### src/rtl/inst_fetch_pkg.sv
// Shared CPU fetch definitions: default instruction/reset constants and fetch FSM states.
package inst_fetch_pkg;

    localparam logic [31:0] DEFAULT_NOP_INST   = 32'h0000_0013;
    localparam logic [31:0] DEFAULT_RESET_ADDR = 32'h0040_0000;

    typedef enum logic [1:0] {
        IDLE = 2'd0,
        REQ  = 2'd1,
        WAIT = 2'd2,
        HOLD = 2'd3
    } fetch_state_e;

endpackage

### src/rtl/inst_fetch_if.sv
// Instruction-memory request/response bus between the fetch stage and imem.
interface inst_fetch_if;

    logic        imemReq;
    logic [31:0] imemAddr;
    logic        imemGnt;
    logic        imemRvalid;
    logic [31:0] imemRdata;

    modport master (
        output imemReq,
        output imemAddr,
        input  imemGnt,
        input  imemRvalid,
        input  imemRdata
    );

    modport slave (
        input  imemReq,
        input  imemAddr,
        output imemGnt,
        output imemRvalid,
        output imemRdata
    );

endinterface

### src/rtl/inst_fetch.sv
// Instruction fetch stage: one outstanding imem read, IF/ID register, stall buffering and flush kill.
module inst_fetch
    import inst_fetch_pkg::*;
#(
    parameter logic [31:0] NOP_INST   = DEFAULT_NOP_INST,
    parameter logic [31:0] RESET_ADDR = DEFAULT_RESET_ADDR
) (
    input  logic                clk,
    input  logic                rst,
    input  logic                en,
    input  logic [31:0]         pcIn,
    input  logic                stallIn,
    input  logic                flushIn,
    output logic                pcStall,
    inst_fetch_if.master        imem,
    output logic [31:0]         instOut,
    output logic [31:0]         instPcOut,
    output logic                instValid
);

    fetch_state_e state_q, state_d;
    logic         kill_q, kill_d;
    logic [31:0]  addr_q, addr_d;
    logic [31:0]  buf_q, buf_d;
    logic [31:0]  inst_q, inst_d;
    logic [31:0]  pc_q, pc_d;
    logic         valid_q, valid_d;
    logic         deliver;
    logic [31:0]  deliver_data;

    always_comb begin
        state_d      = state_q;
        kill_d       = kill_q;
        addr_d       = addr_q;
        buf_d        = buf_q;
        deliver      = 1'b0;
        deliver_data = buf_q;

        case (state_q)
            IDLE: begin
                if (en && !flushIn) begin
                    addr_d  = pcIn;
                    state_d = REQ;
                end
            end
            // The request stays up until granted; a flush only marks the response for discard.
            REQ: begin
                if (flushIn) kill_d = 1'b1;
                if (imem.imemGnt) state_d = WAIT;
            end
            WAIT: begin
                if (imem.imemRvalid) begin
                    state_d = IDLE;
                    kill_d  = 1'b0;
                    if (!kill_q && !flushIn) begin
                        if (stallIn) begin
                            buf_d   = imem.imemRdata;
                            state_d = HOLD;
                        end else begin
                            deliver      = 1'b1;
                            deliver_data = imem.imemRdata;
                        end
                    end
                end else if (flushIn) begin
                    kill_d = 1'b1;
                end
            end
            HOLD: begin
                if (flushIn) begin
                    state_d = IDLE;
                end else if (!stallIn) begin
                    deliver = 1'b1;
                    state_d = IDLE;
                end
            end
            default: state_d = IDLE;
        endcase

        // Flush beats stall; otherwise an unstalled, non-delivering cycle presents a NOP.
        inst_d  = inst_q;
        pc_d    = pc_q;
        valid_d = valid_q;
        if (flushIn) begin
            inst_d  = NOP_INST;
            valid_d = 1'b0;
        end else if (deliver) begin
            inst_d  = deliver_data;
            pc_d    = addr_q;
            valid_d = 1'b1;
        end else if (!stallIn) begin
            inst_d  = NOP_INST;
            valid_d = 1'b0;
        end
    end

    always_ff @(posedge clk) begin
        if (rst) begin
            state_q <= IDLE;
            kill_q  <= 1'b0;
            addr_q  <= RESET_ADDR;
            inst_q  <= NOP_INST;
            pc_q    <= RESET_ADDR;
            valid_q <= 1'b0;
        end else begin
            state_q <= state_d;
            kill_q  <= kill_d;
            addr_q  <= addr_d;
            inst_q  <= inst_d;
            pc_q    <= pc_d;
            valid_q <= valid_d;
        end
    end

    always_ff @(posedge clk) begin
        buf_q <= buf_d;
    end

    assign imem.imemReq  = (state_q == REQ);
    assign imem.imemAddr = addr_q;
    assign pcStall       = rst | ~deliver;
    assign instOut       = inst_q;
    assign instPcOut     = pc_q;
    assign instValid     = valid_q;

endmodule

### src/flat_wrapper.sv
// flat-port wrapper written by rule: the top's interface ports become plain ports
module inst_fetch_flat import inst_fetch_pkg::*;
#(
    parameter logic [31:0] NOP_INST   = DEFAULT_NOP_INST,
    parameter logic [31:0] RESET_ADDR = DEFAULT_RESET_ADDR
)
  (clk, rst, en, pcIn, stallIn, flushIn, pcStall, instOut, instPcOut, instValid, imem_imemReq, imem_imemAddr, imem_imemGnt, imem_imemRvalid, imem_imemRdata);
  inst_fetch_if imem_i ();
  input  logic clk;
  input  logic rst;
  input  logic en;
  input  logic [31:0] pcIn;
  input  logic stallIn;
  input  logic flushIn;
  output logic pcStall;
  output logic [31:0] instOut;
  output logic [31:0] instPcOut;
  output logic instValid;
  output wire logic [$bits(imem_i.imemReq)-1:0] imem_imemReq;
  output wire logic [$bits(imem_i.imemAddr)-1:0] imem_imemAddr;
  input wire logic [$bits(imem_i.imemGnt)-1:0] imem_imemGnt;
  input wire logic [$bits(imem_i.imemRvalid)-1:0] imem_imemRvalid;
  input wire logic [$bits(imem_i.imemRdata)-1:0] imem_imemRdata;
  assign imem_imemReq = imem_i.imemReq;
  assign imem_imemAddr = imem_i.imemAddr;
  assign imem_i.imemGnt = imem_imemGnt;
  assign imem_i.imemRvalid = imem_imemRvalid;
  assign imem_i.imemRdata = imem_imemRdata;
  inst_fetch #(.NOP_INST(NOP_INST), .RESET_ADDR(RESET_ADDR)) u_core (.clk(clk), .rst(rst), .en(en), .pcIn(pcIn), .stallIn(stallIn), .flushIn(flushIn), .pcStall(pcStall), .imem(imem_i), .instOut(instOut), .instPcOut(instPcOut), .instValid(instValid));
endmodule
### config.mk
export PLATFORM = sky130hd
export DESIGN_NAME = inst_fetch_flat
export DESIGN_NICKNAME = d
export VERILOG_FILES = /design/src/rtl/inst_fetch_pkg.sv /design/src/rtl/inst_fetch_if.sv /design/src/rtl/inst_fetch.sv /design/src/flat_wrapper.sv
export SDC_FILE = /design/constraint.sdc
export NUM_CORES = 1
export LEC_CHECK = 0
export ABC_AREA = 1
export BUFFER_PORTS_ARGS = -buffer_cell sky130_fd_sc_hd__buf_2
export CORE_MARGIN = 1
export CORE_UTILIZATION = 54
export CTS_CLUSTER_SIZE = 8
export DETAILED_ROUTE_END_ITERATION = 10
export GPL_ROUTABILITY_DRIVEN = 0
export GPL_TIMING_DRIVEN = 0
export PLACE_DENSITY = 0.85
export SYNTH_ARGS = -nofsm -noshare
export SYNTH_HDL_FRONTEND = slang
export SYNTH_SLANG_ARGS = --single-unit
### constraint.sdc
create_clock -name clk -period 6.4 [get_ports clk]
set_clock_uncertainty 0.05 [all_clocks]
set_input_delay 0.32 -clock clk [delete_from_list [all_inputs] [get_ports clk]]
set_output_delay 0.32 -clock clk [all_outputs]
set_load 0.03 [all_outputs]
==> metrics.md <==
| Metric | Value |
|---|---|
| Total CTS buffers | 17 |
| Clk root buf | clkbuf_8 |
| Die Span X | 99.1 um |
| Synth top area cells | dfxtp_1, edfxtp_1, nand2_1 |
| Leakage | 3.38 nW |
| Diodes inserted | 0 |
| Row Count | 35 |
| Global route overflow | 0 |
| Synth Area in XOR/XNOR | 0% |
| Worst min path class | in2reg |
| Status | finished, final reports clean |
| HPWL after detailed placement | 9.52 mm |
| Worst R2R Start | u_core.state_q[0] |
| Final cell count without fillers | 956 |
| Most frequent cells in the layout | nand2_1, buf_2, dfxtp_1 |
| Gate Count Post-Synth | 604 |
| R2R Path End | u_core.buf_q[6] |
| Core Region | 9200 um2 |
| Hold path depth | 3 |
| Largest family of logic cells by synthesized area | simple AND/OR/NAND/NOR gates |
| Largest net degree at the start of global routing | 33 |
| Dpl cells | 883 |
| Simple-Gate Fraction of Synth Area | 26.5% |
| TritonCTS clock tree | built |
| Post-synth top area share | 39.3% |
| Initial Util | 55.4% |
| Worst R2R Setup Slack | 4.26 ns |
| DRT iter0 DRCs | 173 |
| Global-route wire length before repair | 23.3 mm |
| Vias in the first global route | 5048 |
| WL final | 14.5 mm |
| Crit Path Category | reg2out |
| Drt first pass iters | 5 |
| Synth Cell Area | 5090 um2 |
| DRC violations left | 0 |
| Max-slew violations | 0 |
| Crit Path Max Fanout | 10 |
| Sink Count | 132 |
| Fmax | 391 MHz |
| Skew-Pair Late Insertion Delay | 0.50 ns |
| Initial antenna violation count | 0 |
| Synth warn | 0 |
| Fraction of layout cells with a size suffix above 1 | 27.6% |
| VDD IR max | 0.000198 V |
| Relative slew slack | 40.1% |
| Layout area overhead | 39.4% |
| CTS Buffer Depth | 2 |
| Critical path cell sequence | inv_1, ha_1, nand2_1, nor2_4, nand2_4, nand2_4, buf_2, nand2_1, buf_2 |
| Wirelength per Cell | 15.1 um |
| Die Y | 99.1 um |
| Slowest CP cell | dfxtp_1 |
| Nets@finish | 908 |
| FF+latch count, synth | 132 |
| Leading area contributor after synthesis | dfxtp_1 |
| Adder-Cell Fraction of Synth Area | 1.23% |
| PD cells | 310 nW/um2 |
| CTS resizes | 0 |
| Sequential area share after synthesis | 58.2% |
| Vias per Instance | 5.25 |
| Final hold viol count | 0 |
| Setup_tns | 0 ns |
| Post-synth cell types | 20 |
| Fin crit share | 39.9% |
| Die area | 9820 um2 |
| Hold Path Sink | u_core.imem.imemAddr[28] |
| Measured slew at the worst slew-check pin | 0.897 ns |
| Total number of vias | 5015 |
| R2r worst-path depth | 6 |
| Compound-Gate Fraction of Synth Area | 7.20% |
| Final setup vio count | 0 |
| Crit path time final | 2.55 ns |
| Crit path DAT | 2.18 ns |
| Worst path max stage delay | 0.34 ns |
| Syn_nets | 680 |
| CP Data Required Time | 6.03 ns |
| Post-route ant nets | 0 |
| Nature of the critical path startpoint | register |
| Clk slew on worst S/H paths | 0.06 ns |
| Mux contribution to synthesized area | 0% |
| Most common cell after layout, fill and taps aside | nand2_1 |
| Crit end category | primary output |
| Hold path start | pcIn[28] |
| Num ports | 170 |
| Gr usage total | 30.1% |
| Mapped Avg Cell Area | 8.43 um2 |
| RSZ-0062 raised after global routing | false |
| Count of input and output buffers | 168 |
| H-tree levels | 4 |
| Max-cap violations | 0 |
## through the flow
step	worst slack (ns)	hold slack, ns	total power, mW	util (%)	instance area [um2]
floorplan	3.72	0.369	1.12	-	5090
detailed placement	4.25	0.396	1.22	66.1	6080
global route	3.68	0.00295	2.28	77.2	7100
CTS	3.82	0.00130	2.20	77.0	7090
global placement	3.07	0.388	1.21	66.0	6070
finish	3.85	0.0156	2.20	77.2	7100
## worst max-delay path, delay by kind of cell, from the launching register on
kind          cells  cell delay [ns]
simple gates      5             0.56
flops             1             0.34
fa+ha+maj         1             0.24
buf+inv           3             0.54
## synth_stat cells
| cell | number |
|---|---|
| ha_1 | 5 |
| inv_2 | 2 |
| inv_1 | 39 |
| a311oi_1 | 1 |
| o21ai_0 | 3 |
| nand2_1 | 207 |
| nor2_4 | 2 |
| buf_6 | 3 |
| nand2_4 | 3 |
| a21oi_1 | 64 |
| edfxtp_1 | 32 |
| buf_1 | 1 |
| or2_2 | 3 |
| buf_4 | 2 |
| buf_2 | 18 |
| nand3_1 | 92 |
| clkbuf_1 | 14 |
| nor2_1 | 10 |
| dfxtp_1 | 100 |
| o211ai_1 | 3 |
## cell families after synthesis
| kind of cell | count (synthesis) |
|---|---|
| buffers and inverters | 79 |
| flip-flops | 132 |
| adder cells (fa/ha/maj) | 5 |
| AO/OA/AOI/OAI | 71 |
| AND/OR/NAND/NOR | 317 |
## final cells by class
type	count	area [um2]
Fill cell	611	2100
Timing Repair Buffer	209	1250
Buffer	38	195
Inverter	41	154
Tap cell	111	139
Clock inverter	9	86.3
Clock buffer	23	520
Multi-Input combinational cell	393	1790
Sequential cell	132	2960
## timing repair
action | CTS | global route
hold buffers | 40 | 1
endpoints found under the hold margin | 40 | 1
setup buffers | 0 | 0
## report_power, final
part	switching (mW)	internal [mW]
Clock	0.366	0.607
Sequential	0.0288	0.890
Combinational	0.205	0.106
## layer usage
layer / vias up / share of wire, % / GRT usage [%]
li1: 2416 / - / -
met1: 2328 / 39 / 33.4
met2: 243 / 51 / 54.2
met3: 28 / 8.7 / 8.57
met4: 0 / 2.0 / 12.3
met5: - / 0 / 0
## flip-flops by register name, indices dropped and copies added, names as in the netlist
| register | cells |
|---|---|
| u_core.kill_q | 1 |
| u_core.instOut | 32 |
| u_core.buf_q | 32 |
| u_core.instPcOut | 32 |
| u_core.imem.imemAddr | 32 |
| u_core.instValid | 1 |
| u_core.state_q | 2 |
## worst max-delay path by stage
stage | startpoint | end | slack, ns | cells past startpoint
after floorplan | u_core.state_q[0] | u_core.buf_q[0] | 3.72 | 6
after global placement | u_core.state_q[0] | u_core.buf_q[10] | 3.07 | 6
after detailed placement | u_core.state_q[0] | u_core.buf_q[13] | 4.25 | 6
after CTS | u_core.state_q[0] | pcStall | 3.82 | 9
after global routing | u_core.state_q[0] | pcStall | 3.68 | 9
final | u_core.state_q[0] | pcStall | 3.85 | 9
No activity file was read; power rests on OpenSTA's default activity.
